`src/rtl/radix4_feeder.sv`:
```
// radix4_feeder: collects 16-sample complex frames and issues them as four
// radix-4 butterfly groups (A,B,C,D = x[k], x[k+4], x[k+8], x[k+12]) with
// their twiddles W^k, W^2k, W^3k from a constant ROM (8.8 at NBITS=16).
// Optional feature: define RADIX4_FEEDER_PINGPONG_EN for a two-bank buffer
// that fills one bank while the other issues (default: single bank).
module radix4_feeder #(
  parameter int NBITS = 16
) (
  input  logic                    clk,
  input  logic                    rst_n,
  input  logic                    in_valid,
  output logic                    in_ready,
  input  logic signed [NBITS-1:0] in_re,
  input  logic signed [NBITS-1:0] in_im,
  output logic                    out_valid,
  output logic                    out_first,
  output logic signed [NBITS-1:0] Ar,
  output logic signed [NBITS-1:0] Ai,
  output logic signed [NBITS-1:0] Br,
  output logic signed [NBITS-1:0] Bi,
  output logic signed [NBITS-1:0] Cr,
  output logic signed [NBITS-1:0] Ci,
  output logic signed [NBITS-1:0] Dr,
  output logic signed [NBITS-1:0] Di,
  output logic signed [NBITS-1:0] WBr,
  output logic signed [NBITS-1:0] WBi,
  output logic signed [NBITS-1:0] WCr,
  output logic signed [NBITS-1:0] WCi,
  output logic signed [NBITS-1:0] WDr,
  output logic signed [NBITS-1:0] WDi
);

  // cos(2*pi*m/16) scaled by 256; sin is the same table shifted by a quarter turn
  function automatic logic signed [NBITS-1:0] cos_q(input logic [3:0] m);
    int v;
    v = 0;
    case (m)
      4'd0:  v = 256;
      4'd1:  v = 237;
      4'd2:  v = 181;
      4'd3:  v = 98;
      4'd4:  v = 0;
      4'd5:  v = -98;
      4'd6:  v = -181;
      4'd7:  v = -237;
      4'd8:  v = -256;
      4'd9:  v = -237;
      4'd10: v = -181;
      4'd11: v = -98;
      4'd12: v = 0;
      4'd13: v = 98;
      4'd14: v = 181;
      4'd15: v = 237;
    endcase
    return NBITS'(v);
  endfunction

  function automatic logic signed [NBITS-1:0] sin_q(input logic [3:0] m);
    return cos_q(m - 4'd4);
  endfunction

  logic       rdy_q;
  logic [3:0] wr_cnt;
  logic [1:0] iss_cnt;
  logic       issue_en;
  logic       xfer;

`ifdef RADIX4_FEEDER_PINGPONG_EN
  localparam int AW = 5;
  logic [1:0] full;
  logic       wr_bank;
  logic       rd_bank;
`else
  localparam int AW = 4;
  localparam logic [0:0] FILL  = 1'b0;
  localparam logic [0:0] ISSUE = 1'b1;
  logic [0:0] state;
`endif

  logic [AW-1:0] wr_addr, a_addr, b_addr, c_addr, d_addr;
  logic signed [NBITS-1:0] mem_re [0:(1<<AW)-1];
  logic signed [NBITS-1:0] mem_im [0:(1<<AW)-1];
  logic [3:0] e1, e2, e3;

  assign xfer = in_valid && in_ready;
  assign e1   = {2'b00, iss_cnt};
  assign e2   = {1'b0, iss_cnt, 1'b0};
  assign e3   = e1 + e2;

  // ready is held low through reset and rises on the first edge after release
  always_ff @(posedge clk or negedge rst_n) begin
    if (!rst_n) rdy_q <= 1'b0;
    else        rdy_q <= 1'b1;
  end

`ifdef RADIX4_FEEDER_PINGPONG_EN
  assign wr_addr  = {wr_bank, wr_cnt};
  assign a_addr   = {rd_bank, 2'd0, iss_cnt};
  assign b_addr   = {rd_bank, 2'd1, iss_cnt};
  assign c_addr   = {rd_bank, 2'd2, iss_cnt};
  assign d_addr   = {rd_bank, 2'd3, iss_cnt};
  assign issue_en = full[rd_bank];
  assign in_ready = rdy_q && !full[wr_bank];

  // bank bookkeeping: a bank is marked full by its 16th sample and freed after group 3;
  // the write bank is never full when written, so set and clear never hit the same bank
  always_ff @(posedge clk or negedge rst_n) begin
    if (!rst_n) begin
      full    <= 2'b00;
      wr_bank <= 1'b0;
      rd_bank <= 1'b0;
      wr_cnt  <= 4'd0;
      iss_cnt <= 2'd0;
    end else begin
      if (xfer) begin
        wr_cnt <= wr_cnt + 4'd1;
        if (wr_cnt == 4'd15) begin
          full[wr_bank] <= 1'b1;
          wr_bank       <= ~wr_bank;
        end
      end
      if (issue_en) begin
        iss_cnt <= iss_cnt + 2'd1;
        if (iss_cnt == 2'd3) begin
          full[rd_bank] <= 1'b0;
          rd_bank       <= ~rd_bank;
        end
      end
    end
  end
`else
  assign wr_addr  = wr_cnt;
  assign a_addr   = {2'd0, iss_cnt};
  assign b_addr   = {2'd1, iss_cnt};
  assign c_addr   = {2'd2, iss_cnt};
  assign d_addr   = {2'd3, iss_cnt};
  assign issue_en = (state == ISSUE);
  assign in_ready = rdy_q && (state == FILL);

  // FILL accepts 16 samples, ISSUE then emits four groups back to back
  always_ff @(posedge clk or negedge rst_n) begin
    if (!rst_n) begin
      state   <= FILL;
      wr_cnt  <= 4'd0;
      iss_cnt <= 2'd0;
    end else begin
      if (xfer) wr_cnt <= wr_cnt + 4'd1;
      case (state)
        FILL: if (xfer && wr_cnt == 4'd15) state <= ISSUE;
        ISSUE: begin
          iss_cnt <= iss_cnt + 2'd1;
          if (iss_cnt == 2'd3) state <= FILL;
        end
        default: state <= FILL;
      endcase
    end
  end
`endif

  // sample buffer write; contents are don't-care until written
  always_ff @(posedge clk) begin
    if (xfer) begin
      mem_re[wr_addr] <= in_re;
      mem_im[wr_addr] <= in_im;
    end
  end

  // output stage: register one group per issue cycle, hold values otherwise
  always_ff @(posedge clk or negedge rst_n) begin
    if (!rst_n) begin
      out_valid <= 1'b0;
      out_first <= 1'b0;
      Ar  <= '0; Ai  <= '0; Br  <= '0; Bi  <= '0;
      Cr  <= '0; Ci  <= '0; Dr  <= '0; Di  <= '0;
      WBr <= '0; WBi <= '0; WCr <= '0; WCi <= '0;
      WDr <= '0; WDi <= '0;
    end else if (issue_en) begin
      out_valid <= 1'b1;
      out_first <= (iss_cnt == 2'd0);
      Ar  <= mem_re[a_addr]; Ai <= mem_im[a_addr];
      Br  <= mem_re[b_addr]; Bi <= mem_im[b_addr];
      Cr  <= mem_re[c_addr]; Ci <= mem_im[c_addr];
      Dr  <= mem_re[d_addr]; Di <= mem_im[d_addr];
      WBr <= cos_q(e1); WBi <= -sin_q(e1);
      WCr <= cos_q(e2); WCi <= -sin_q(e2);
      WDr <= cos_q(e3); WDi <= -sin_q(e3);
    end else begin
      out_valid <= 1'b0;
      out_first <= 1'b0;
    end
  end

endmodule

```
`config.mk`:
```
export PLATFORM = sky130hd
export DESIGN_NAME = radix4_feeder
export DESIGN_NICKNAME = d
export VERILOG_FILES = /design/src/rtl/radix4_feeder.sv
export SDC_FILE = /design/constraint.sdc
export NUM_CORES = 1
export LEC_CHECK = 0
export CORE_UTILIZATION = 43
export DETAILED_ROUTE_END_ITERATION = 10
export PLACE_DENSITY_LB_ADDON = 0.08
export SYNTH_ARGS = -nofsm -noshare
export SYNTH_HDL_FRONTEND = slang
export SYNTH_SLANG_ARGS = --single-unit
```
`constraint.sdc`:
```
create_clock -name clk -period 4.55 [get_ports clk]
set_clock_uncertainty 0.2 [all_clocks]
set_input_delay 0.6825 -clock clk [delete_from_list [all_inputs] [get_ports clk]]
set_output_delay 0.6825 -clock clk [all_outputs]
set_load 0.005 [all_outputs]
```
==> results of run 1 <==
## where the power goes
part	switching, W	internal [W]
Combinational	0.00255	0.00315
Sequential	0.000705	0.00754
Clock	0.00235	0.00336
## worst register-to-register path, cell delays in order (launching register included)
cell	delay [ns]
dfrtp_1	0.63
nor2b_1	0.24
nand3_1	0.34
nor2_4	0.78
buf_4	0.30
## layout by cell type (no fill, tap or decap), drive strengths merged
cell / count
xnor2: 8
mux2i: 259
nor2: 8
nand2: 9
nand3: 3
clkinvlp: 2
o21ai: 8
nand2b: 2
a21oi: 4
o211ai: 1
and4b: 1
mux2: 9
diode: 1
nor3: 3
nor2b: 3
buf: 24
inv: 14
and3: 3
nand3b: 1
ha: 12
dlygate4sd3: 1
a21o: 129
conb: 11
and2: 10
edfxtp: 512
nor3b: 1
o31ai: 1
clkinv: 24
clkdlybuf4s50: 250
dfrtp: 158
clkbuf: 100
xor2: 1
bufinv: 3
o22ai: 129
## flip-flops by register name (all words and copies together), names as in the netlist, 4 cells and up
signal / count
Br: 16
WDr: 4
Di: 16
Cr: 16
WCi: 6
Ai: 16
Ci: 16
WDi: 6
mem_im: 256
mem_re: 256
Ar: 16
Dr: 16
Bi: 16
wr_addr: 4
## worst max path at each step
stage,startpoint,end,slack (ns)
CTS,WDi[11]$_DFFE_PN0P_,WDi[12],1.48
finish,WDi[11]$_DFFE_PN0P_,WDi[8],1.56
floorplan,in_valid,mem_im[7][0]$_DFFE_PP_,0.60
detailed placement,in_valid,mem_im[15][10]$_DFFE_PP_,1.39
global route,WDi[11]$_DFFE_PN0P_,WDi[10],1.40
global placement,in_valid,mem_im[11][10]$_DFFE_PP_,1.44
## area by class of cell
cell class / instances / area share
repair buffers: 276 / 0.0899
clock buffers: 99 / 0.0677
well taps: 765 / 0.0314
flip-flops and latches: 670 / 0.634
clock inverters: 33 / 0.00857
diodes: 1 / 0.0000820
multi-input cells: 616 / 0.167
inverters: 10 / 0.00139
## routing by layer
metal,wire (um),up-vias
met3,2330,75
met5,0,-
met1,25900,6604
met4,1290,0
met2,27800,271
li1,-,5884
## per-stage QoR
stage / cell area (um^2) / hold WS, ns / util / setup WS (ns)
2_1_floorplan: 25400 / 0.187 / - / 0.599
3_3_place_gp: 28200 / 0.262 / 0.486 / 1.44
4_1_cts: 30500 / 0.281 / 0.527 / 1.48
5_1_grt: 30500 / 0.292 / 0.527 / 1.40
3_5_place_dp: 28200 / 0.268 / 0.486 / 1.39
6_report: 30500 / 0.274 / 0.527 / 1.56
## kinds of logic after synthesis
kind of cell,after synthesis,synth area share
DFF,670,0.763
AOI/OAI and AO/OA,272,0.0730
muxes,268,0.106
buffers and inverters,162,0.0390
and+or+nand+nor,44,0.00933
adders and majority gates,12,0.00593
xor gates and xnor gates,9,0.00311
other,2,0.000296
==> results by group, run 1 <==
Global routing
  • Global-route wire length before repair: 85000 um
  • GR peak layer: met2
  • Antenna violations before repair: 1
  • GR Util met2: 0.313
  • Vias in the first global route: 12970
  • Largest net degree at the start of global routing: 138
  • Total gr overflow: 0
  • GRT met1 Usage: 0.264
  • GR met3 Demand/Resource: 0.0331
  • GRT Util Overall: 0.193

Floorplan
  • Die H: 245 um
  • I/O pins: 262
  • Site Rows: 88
  • Core area: 0.0579 mm^2
  • Full die area: 0.0599 mm^2
  • Die W: 245 um
  • Starting Density: 0.437

Placement
  • DP Wirelength: 33500 um
  • Cell count after placement: 2336
  • Gpl congestion: 0.711
  • Port Buf Inserts: 251

Yosys
  • Area contributors post-synth: edfxtp_1, dfrtp_1, mux2i_1, a21o_1, o22ai_1
  • Post-synth EDFFs: 512
  • Synth top area share: 0.607
  • Syn avg cell area: 17.6 um^2
  • Synth Register Bits: 670
  • Synth unique cells: 34
  • Top_reg_cell synth: edfxtp_1
  • Most instantiated cells after synthesis: edfxtp_1, mux2i_1, dfrtp_1, a21o_1, o22ai_1
  • Synth warn: 0
  • Synth Instances: 1439
  • Mapped Area: 0.0253 mm^2
  • FFs w/ async S/R, synth: 0.236
  • Most frequent cell after synthesis: edfxtp_1
  • Seq/Total Area, Yosys: 0.763
  • Yosys top cell by area: edfxtp_1

Worst setup path
  • Worst path cell trace: clkdlybuf4s50_1
  • RR Endpoint: mem_im[15][9]$_DFFE_PP_
  • Worst R2R Path Depth: 4
  • Crit path max-delay family: flip-flops
  • Worst path depth: 1
  • Crit-path max FO: 24
  • Worst path required time: 3.67 ns
  • R2R Setup Slk: 1.77 ns
  • R2R Path Start: issue_en$_DFF_PN0_
  • Setup CP Type: reg -> out
  • Crit path buffers/inverters: 1
  • Slowest cell delay on critical path: 0.86 ns
  • CP max-delay cell: dfrtp_1
  • Arr. time, crit path: 2.11 ns
  • Critical Path End Type: output pin
  • Crit path launch type: flop

Timing
  • Final setup vio count: 0
  • Slew margin rel.: 0.212
  • Setup TNS: 0 ns
  • Minimum clock period: 2.99 ns
  • Pins Over Slew Limit: 0
  • Fmax: 334 MHz
  • Unrepaired setup endpoints after global routing: no
  • Fin crit share: 0.657
  • Final hold vios: 0
  • Worst Tran Pin Value: 1.18 ns

Min path
  • Hold Path Depth: 1
  • Min-delay src: Ci[9]$_DFFE_PN0P_
  • Class of the worst hold path: reg -> reg
  • WHS Endpoint: Ci[9]$_DFFE_PN0P_

Pwr
  • Max VDD drop: 353 uV
  • Final Power: 0.0197 W
  • Cell area power density: 644 mW/mm^2
  • P_leak: 11.9 nW

CTS
  • CTS resizes: 0
  • Reg clk slew, reported paths: 0.06 ns
  • CTS tree: yes
  • Clk sinks: 670
  • CTS HTree Levels: 3
  • Hold_buf cts: 1
  • Clock buffer depth: 3
  • Number of buffers created by CTS: 72
  • Post-CTS Setup Repair Bufs: 0
  • Clk_lat worst skew: 0.60 ns
  • Root Buffer: clkbuf_16

Final layout
  • Synth-to-layout area growth: 20.4%
  • Fin cells: 2470
  • Layout cell share with drive strength beyond 1: 0.0962
  • Fin nets: 1693
  • # fillers: 4764
  • Area occupied by multi-input gates: 0.00511 mm^2
  • Seq. cell area: 0.0193 mm^2

Detailed routing
  • # DRC: 0
  • Vias per inst: 5.20
  • Vias: 12834
  • Routed Antenna Nets: 0
  • Routed wire length: 57300 um
  • Initial DRC Count: 598
  • WL/cell: 23.2 um
  • Router iterations before antenna repair: 4

Outcome
  • Status: finished clean

Flow run
  • Maxcap violations: 0
Power figures use the tool's default switching activity.
==> inputs of run 2 (changes only) <==
==> constraint.sdc (replaced) <==
create_clock -name clk -period 3.05 [get_ports clk]
set_clock_uncertainty 0.2 [all_clocks]
set_input_delay 0.4575 -clock clk [delete_from_list [all_inputs] [get_ports clk]]
set_output_delay 0.4575 -clock clk [all_outputs]
set_load 0.005 [all_outputs]
==> results by group, run 2 (same netlist as run 1, synthesis figures left out) <==
Final layout
  • Ant diodes: 0 (-1)
  • Most common cell after layout, fill and taps aside: edfxtp_1
  • Commonest non-fill, non-tap cells in the layout: edfxtp_1, mux2i_1, clkdlybuf4s50_1
  • Biggest registers after layout: mem_im: 256 flops, mem_re: 256 flops
  • Fin cells: 2493 (+0.93%)
  • Fin nets: 1716 (+1.4%)
  • # fillers: 4708 (-1.2%)
  • Layout cell share with drive strength beyond 1: 0.107 (+0.0108)
  • Synth-to-layout area growth: 22.2%
  • Post-layout util: 0.535 (+0.00784)

Worst setup path
  • Arr. time, crit path: 1.87 ns (-0.24 ns)
  • Worst path required time: 2.39 ns (-1.28 ns)
  • Crit path buffers/inverters: 1 (unchanged)
  • Slowest cell delay on critical path: 0.67 ns (-0.19 ns)
  • Critical Path End Type: output pin
  • Worst path cell trace: clkdlybuf4s50_1
  • R2R Setup Slk: 0.74 ns (-1.03 ns)
  • CP max-delay cell: dfrtp_1
  • Crit path max-delay family: flip-flops
  • Crit path launch type: flop
  • Crit-path max FO: 21 (-13%)
  • Setup CP Type: reg -> out

Floorplan
  • Die H: 245 um (unchanged)
  • Full die area: 0.0599 mm^2 (unchanged)
  • Core area: 0.0579 mm^2 (unchanged)
  • I/O pins: 262 (unchanged)
  • Site Rows: 88 (unchanged)
  • Die W: 245 um (unchanged)
  • Starting Density: 0.437 (unchanged)

Timing
  • Hold WS: 0.277 ns (+0.00265 ns)
  • Fin crit share: 0.827
  • Worst Tran Pin Value: 0.860 ns (-0.322 ns)
  • Minimum clock period: 2.52 ns
  • Setup TNS: 0 ns (unchanged)
  • Pins Over Slew Limit: 0 (unchanged)
  • Final hold vios: 0 (unchanged)
  • Unrepaired setup endpoints after global routing: no
  • Final setup vio count: 0 (unchanged)
  • Fmax: 396 MHz
  • Slew margin rel.: 0.425 (+0.213)

Flow run
  • Maxcap violations: 0 (unchanged)

Global routing
  • Vias in the first global route: 13247 (+2.1%)
  • Global-route wire length before repair: 84500 um (-0.53%)
  • GRT Util Overall: 0.191 (-0.00237)
  • Largest net degree at the start of global routing: 70 (-49%)
  • Antenna violations before repair: 1 (unchanged)
  • Total gr overflow: 0 (unchanged)

Detailed routing
  • Routed wire length: 56300 um (-1.7%)
  • WL/cell: 22.6 um (-2.6%)
  • Initial DRC Count: 823 (+38%)
  • # DRC: 0 (unchanged)
  • Routed Antenna Nets: 0 (unchanged)
  • Router iterations before antenna repair: 5 (+1)
  • Vias per inst: 5.20 (+0.14%)
  • Vias: 12971 (+1.1%)

Min path
  • Class of the worst hold path: in -> async

Pwr
  • P_leak: 12.1 nW (+1.8%)
  • Max VDD drop: 536 uV (+52%)
  • Final Power: 0.0295 W (+50%)
  • Share of total power in sequential cells: 0.413 (-0.007)
  • Cell Int Power: 0.0211 W (+50%)
  • Cell area power density: 952 mW/mm^2 (+48%)
  • Switching power: 0.00835 W (+49%)
  • Comb pwr share: 0.302 (+0.012)
  • Power share of the clock group: 0.285 (-0.005)
  • Net Sw Frac: 0.283 (-0.00215)

Placement
  • Port Buf Inserts: 251 (unchanged)
  • Cell count after placement: 2360 (+1.0%)
  • DP Wirelength: 34600 um (+3.3%)
  • Gpl congestion: 0.730 (+2.7%)

CTS
  • Clock buffer depth: 3 (unchanged)
  • CTS resizes: 0 (unchanged)
  • CTS HTree Levels: 3 (unchanged)
  • Clk sinks: 670 (unchanged)
  • Number of buffers created by CTS: 71 (-1.4%)
  • Clk_lat worst skew: 0.60 ns (about the same)
  • Post-CTS Setup Repair Bufs: 0 (unchanged)
  • CTS tree: yes
  • Reg clk slew, reported paths: 0.06 ns (about the same)
  • Root Buffer: clkbuf_16

Outcome
  • Status: finished clean
run 2: what timing repair did:
item	CTS	global route
setup endpoints to repair	0	0
hold buffers	1	0
hold endpoints to repair	62	0
run 2: final timing paths:
path                                         from            endpoint  cells past startpoint
min in group clk                Dr[1]$_DFFE_PN0P_   Dr[1]$_DFFE_PN0P_                      1
max in group asynchronous                   rst_n  Dr[14]$_DFFE_PN0P_                      3
hold reg to reg                 Dr[1]$_DFFE_PN0P_   Dr[1]$_DFFE_PN0P_                      1
setup / recovery               WDi[1]$_DFFE_PN0P_              WCi[9]                      1
hold / removal                              rst_n  WCi[7]$_DFFE_PN0P_                      2
setup reg to reg           iss_cnt[0]$_DFFE_PN0P_   Ar[5]$_DFFE_PN0P_                      5
run 2: through the flow:
step / instance area, um^2 / worst slack, ns
6_report: 31000 / 0.527
5_1_grt: 31000 / 0.375
4_1_cts: 31000 / 0.449
3_5_place_dp: 28700 / 0.503
3_3_place_gp: 28700 / 0.518
2_1_floorplan: 25400 / 0.203
run 2: area by class of cell:
class                           instances  area, um^2  share of cell area
Timing Repair Buffer                  300        3220               0.104
Clock inverter                         41         298             0.00962
Clock buffer                           91        2000              0.0645
Sequential cell                       670       19300               0.624
Multi-Input combinational cell        616        5120               0.165
Inverter                               10        40.0             0.00129
Tap cell                              765         957              0.0309
run 2: power groups by stage:
stage               Sequential [W]  Clock (W)  Combinational, W
finish                      0.0122    0.00841           0.00890
global route                0.0124    0.00898           0.00960
floorplan                   0.0121          0           0.00516
detailed placement          0.0124          0           0.00903
CTS                         0.0122    0.00861           0.00907
global placement            0.0124          0           0.00896
run 2: layer usage:
layer,vias to the layer above,GRT usage,part of all wire
met5,-,0,0.00030
met4,2,0.0599,0.021
met3,69,0.0312,0.040
met2,320,0.320,0.50
met1,6647,0.253,0.44
li1,5933,-,-
==> inputs of run 3 (changes only) <==
==> constraint.sdc (replaced) <==
create_clock -name clk -period 2.55 [get_ports clk]
set_clock_uncertainty 0.2 [all_clocks]
set_input_delay 0.3825 -clock clk [delete_from_list [all_inputs] [get_ports clk]]
set_output_delay 0.3825 -clock clk [all_outputs]
set_load 0.005 [all_outputs]
==> results by group, run 3 (same netlist as run 1, synthesis figures left out) <==
CTS
  • CTS HTree Levels: 3 (unchanged)
  • Clk sinks: 670 (unchanged)
  • Root Buffer: clkbuf_16
  • Clock buffer depth: 3 (unchanged)
  • CTS tree: yes
  • Post-CTS Setup Repair Bufs: 0 (unchanged)
  • Clk_lat worst skew: 0.60 ns (about the same)
  • Number of buffers created by CTS: 72 (+1.4%)
  • Reg clk slew, reported paths: 0.06 ns (about the same)

Timing
  • Fin crit share: 0.963
  • Final hold vios: 0 (unchanged)
  • Unrepaired setup endpoints after global routing: no
  • Worst setup margin: 0.0946 ns (-0.433 ns)
  • Hold WS: 0.0962 ns (-0.181 ns)
  • Fmax: 407 MHz
  • Minimum clock period: 2.46 ns
  • Slew margin rel.: 0.491 (+0.0661)
  • Final setup vio count: 0 (unchanged)
  • Pins Over Slew Limit: 0 (unchanged)
  • Worst Tran Pin Value: 0.761 ns (-0.0988 ns)

Worst setup path
  • Crit path launch: issue_en$_DFF_PN0_
  • Arr. time, crit path: 1.87 ns (about the same)
  • Crit path launch type: flop
  • RR Endpoint: mem_im[1][0]$_DFFE_PP_
  • Crit path buffers/inverters: 1 (unchanged)
  • Crit-path max FO: 6 (-71%)
  • Slowest cell delay on critical path: 0.59 ns (-0.08 ns)
  • R2R Setup Slk: 0.38 ns (-0.36 ns)
  • Critical Path End Type: output pin
  • Crit path max-delay family: buffers and inverters
  • R2R Path Start: issue_en$_DFF_PN0_
  • Worst path cell trace: nor2b_1 > clkdlybuf4s50_1
  • CP max-delay cell: clkdlybuf4s50_1
  • Worst R2R Path Depth: 4 (-1)
  • Worst path required time: 1.97 ns (-0.42 ns)
  • Setup CP Type: reg -> out

Global routing
  • Total gr overflow: 0 (unchanged)
  • Largest net degree at the start of global routing: 58 (-17%)
  • Vias in the first global route: 13220 (-0.20%)
  • GRT Util Overall: 0.190 (-0.000736)
  • Antenna violations before repair: 0 (-1)
  • Global-route wire length before repair: 84500 um (about the same)

Placement
  • Port Buf Inserts: 251 (unchanged)
  • Place WS: 0.0595 ns (-0.443 ns)
  • Gpl congestion: 0.744 (+1.9%)
  • DP Wirelength: 35200 um (+1.6%)
  • Placed inst area: 0.0290 mm^2 (+1.2%)

Floorplan
  • Starting Density: 0.437 (unchanged)
  • Die H: 245 um (unchanged)
  • I/O pins: 262 (unchanged)
  • Die W: 245 um (unchanged)
  • Site Rows: 88 (unchanged)
  • Full die area: 0.0599 mm^2 (unchanged)
  • Core area: 0.0579 mm^2 (unchanged)

Detailed routing
  • Routed Antenna Nets: 0 (unchanged)
  • Initial DRC Count: 773 (-6.1%)
  • # DRC: 0 (unchanged)
  • Vias: 13033 (+0.48%)
  • Routed wire length: 56100 um (-0.44%)
  • Vias per inst: 5.15 (-0.95%)
  • Router iterations before antenna repair: 4 (-1)
  • WL/cell: 22.2 um (-1.9%)

Final layout
  • Biggest registers after layout: mem_im: 256 flops, mem_re: 256 flops
  • Layout cell share with drive strength beyond 1: 0.129 (+0.0222)
  • Ant diodes: 0 (unchanged)
  • Commonest non-fill, non-tap cells in the layout: edfxtp_1, mux2i_1, clkdlybuf4s50_1
  • Synth-to-layout area growth: 23.8%
  • Post-layout util: 0.541 (+0.00672)
  • # fillers: 4654 (-1.1%)
  • Fin nets: 1754 (+2.2%)
  • Most common cell after layout, fill and taps aside: edfxtp_1
  • Final Instance Area: 0.0314 mm^2 (+1.3%)

Pwr
  • P_leak: 12.3 nW (+1.8%)
  • Cell area power density: 1130 mW/mm^2 (+19%)
  • Max VDD drop: 711 uV (+33%)
  • Final Power: 0.0354 W (+20%)

Min path
  • Class of the worst hold path: in -> async

Flow run
  • Maxcap violations: 0 (unchanged)

Outcome
  • Status: finished clean
run 3: layout make-up:
class / count / area (um^2) / share of cell area
repair buffers: 337 / 3560 / 0.114
clock inverters: 30 / 226 / 0.00722
clock buffers: 101 / 2110 / 0.0674
multi-input cells: 616 / 5120 / 0.163
flip-flops and latches: 670 / 19300 / 0.617
well taps: 765 / 957 / 0.0305
inverters: 10 / 40.0 / 0.00128
run 3: worst max-delay path by stage:
stage,end,slack (ns),cells past startpoint
after detailed placement,mem_im[2][15]$_DFFE_PP_,0.06,5
final,in_ready,0.09,2
after floorplan,mem_im[11][0]$_DFFE_PP_,-0.30,3
after global placement,mem_im[2][2]$_DFFE_PP_,0.09,5
after global routing,in_ready,0.001,2
after CTS,WCi[8],0.02,1
run 3: what timing repair did:
action                     in CTS  in global routing
hold buffers                    1                  0
hold endpoints to repair      158                  0
setup endpoints to repair       0                 34
gates resized for setup         0                  2
run 3: per-layer routing:
metal / vias up / track usage / wire, um / part of all wire
met3: 69 / 0.0302 / 2400 / 0.043
li1: 6007 / - / - / -
met1: 6638 / 0.253 / 24600 / 0.44
met2: 319 / 0.318 / 27900 / 0.50
met5: - / 0 / 0 / 0
met4: 0 / 0.0614 / 1190 / 0.021
run 3: per-stage QoR:
stage,setup TNS [ns],cells
final,0,2529
after detailed placement,0,2397
after floorplan,-31.53,1448
after CTS,0,2529
after global routing,0,2529
after global placement,0,2397
run 3: report_power, final:
part,switching (W),total (W),internal [W]
combinational,0.00483,0.0108,0.00597
sequential,0.000979,0.0144,0.0135
clock,0.00412,0.0102,0.00608
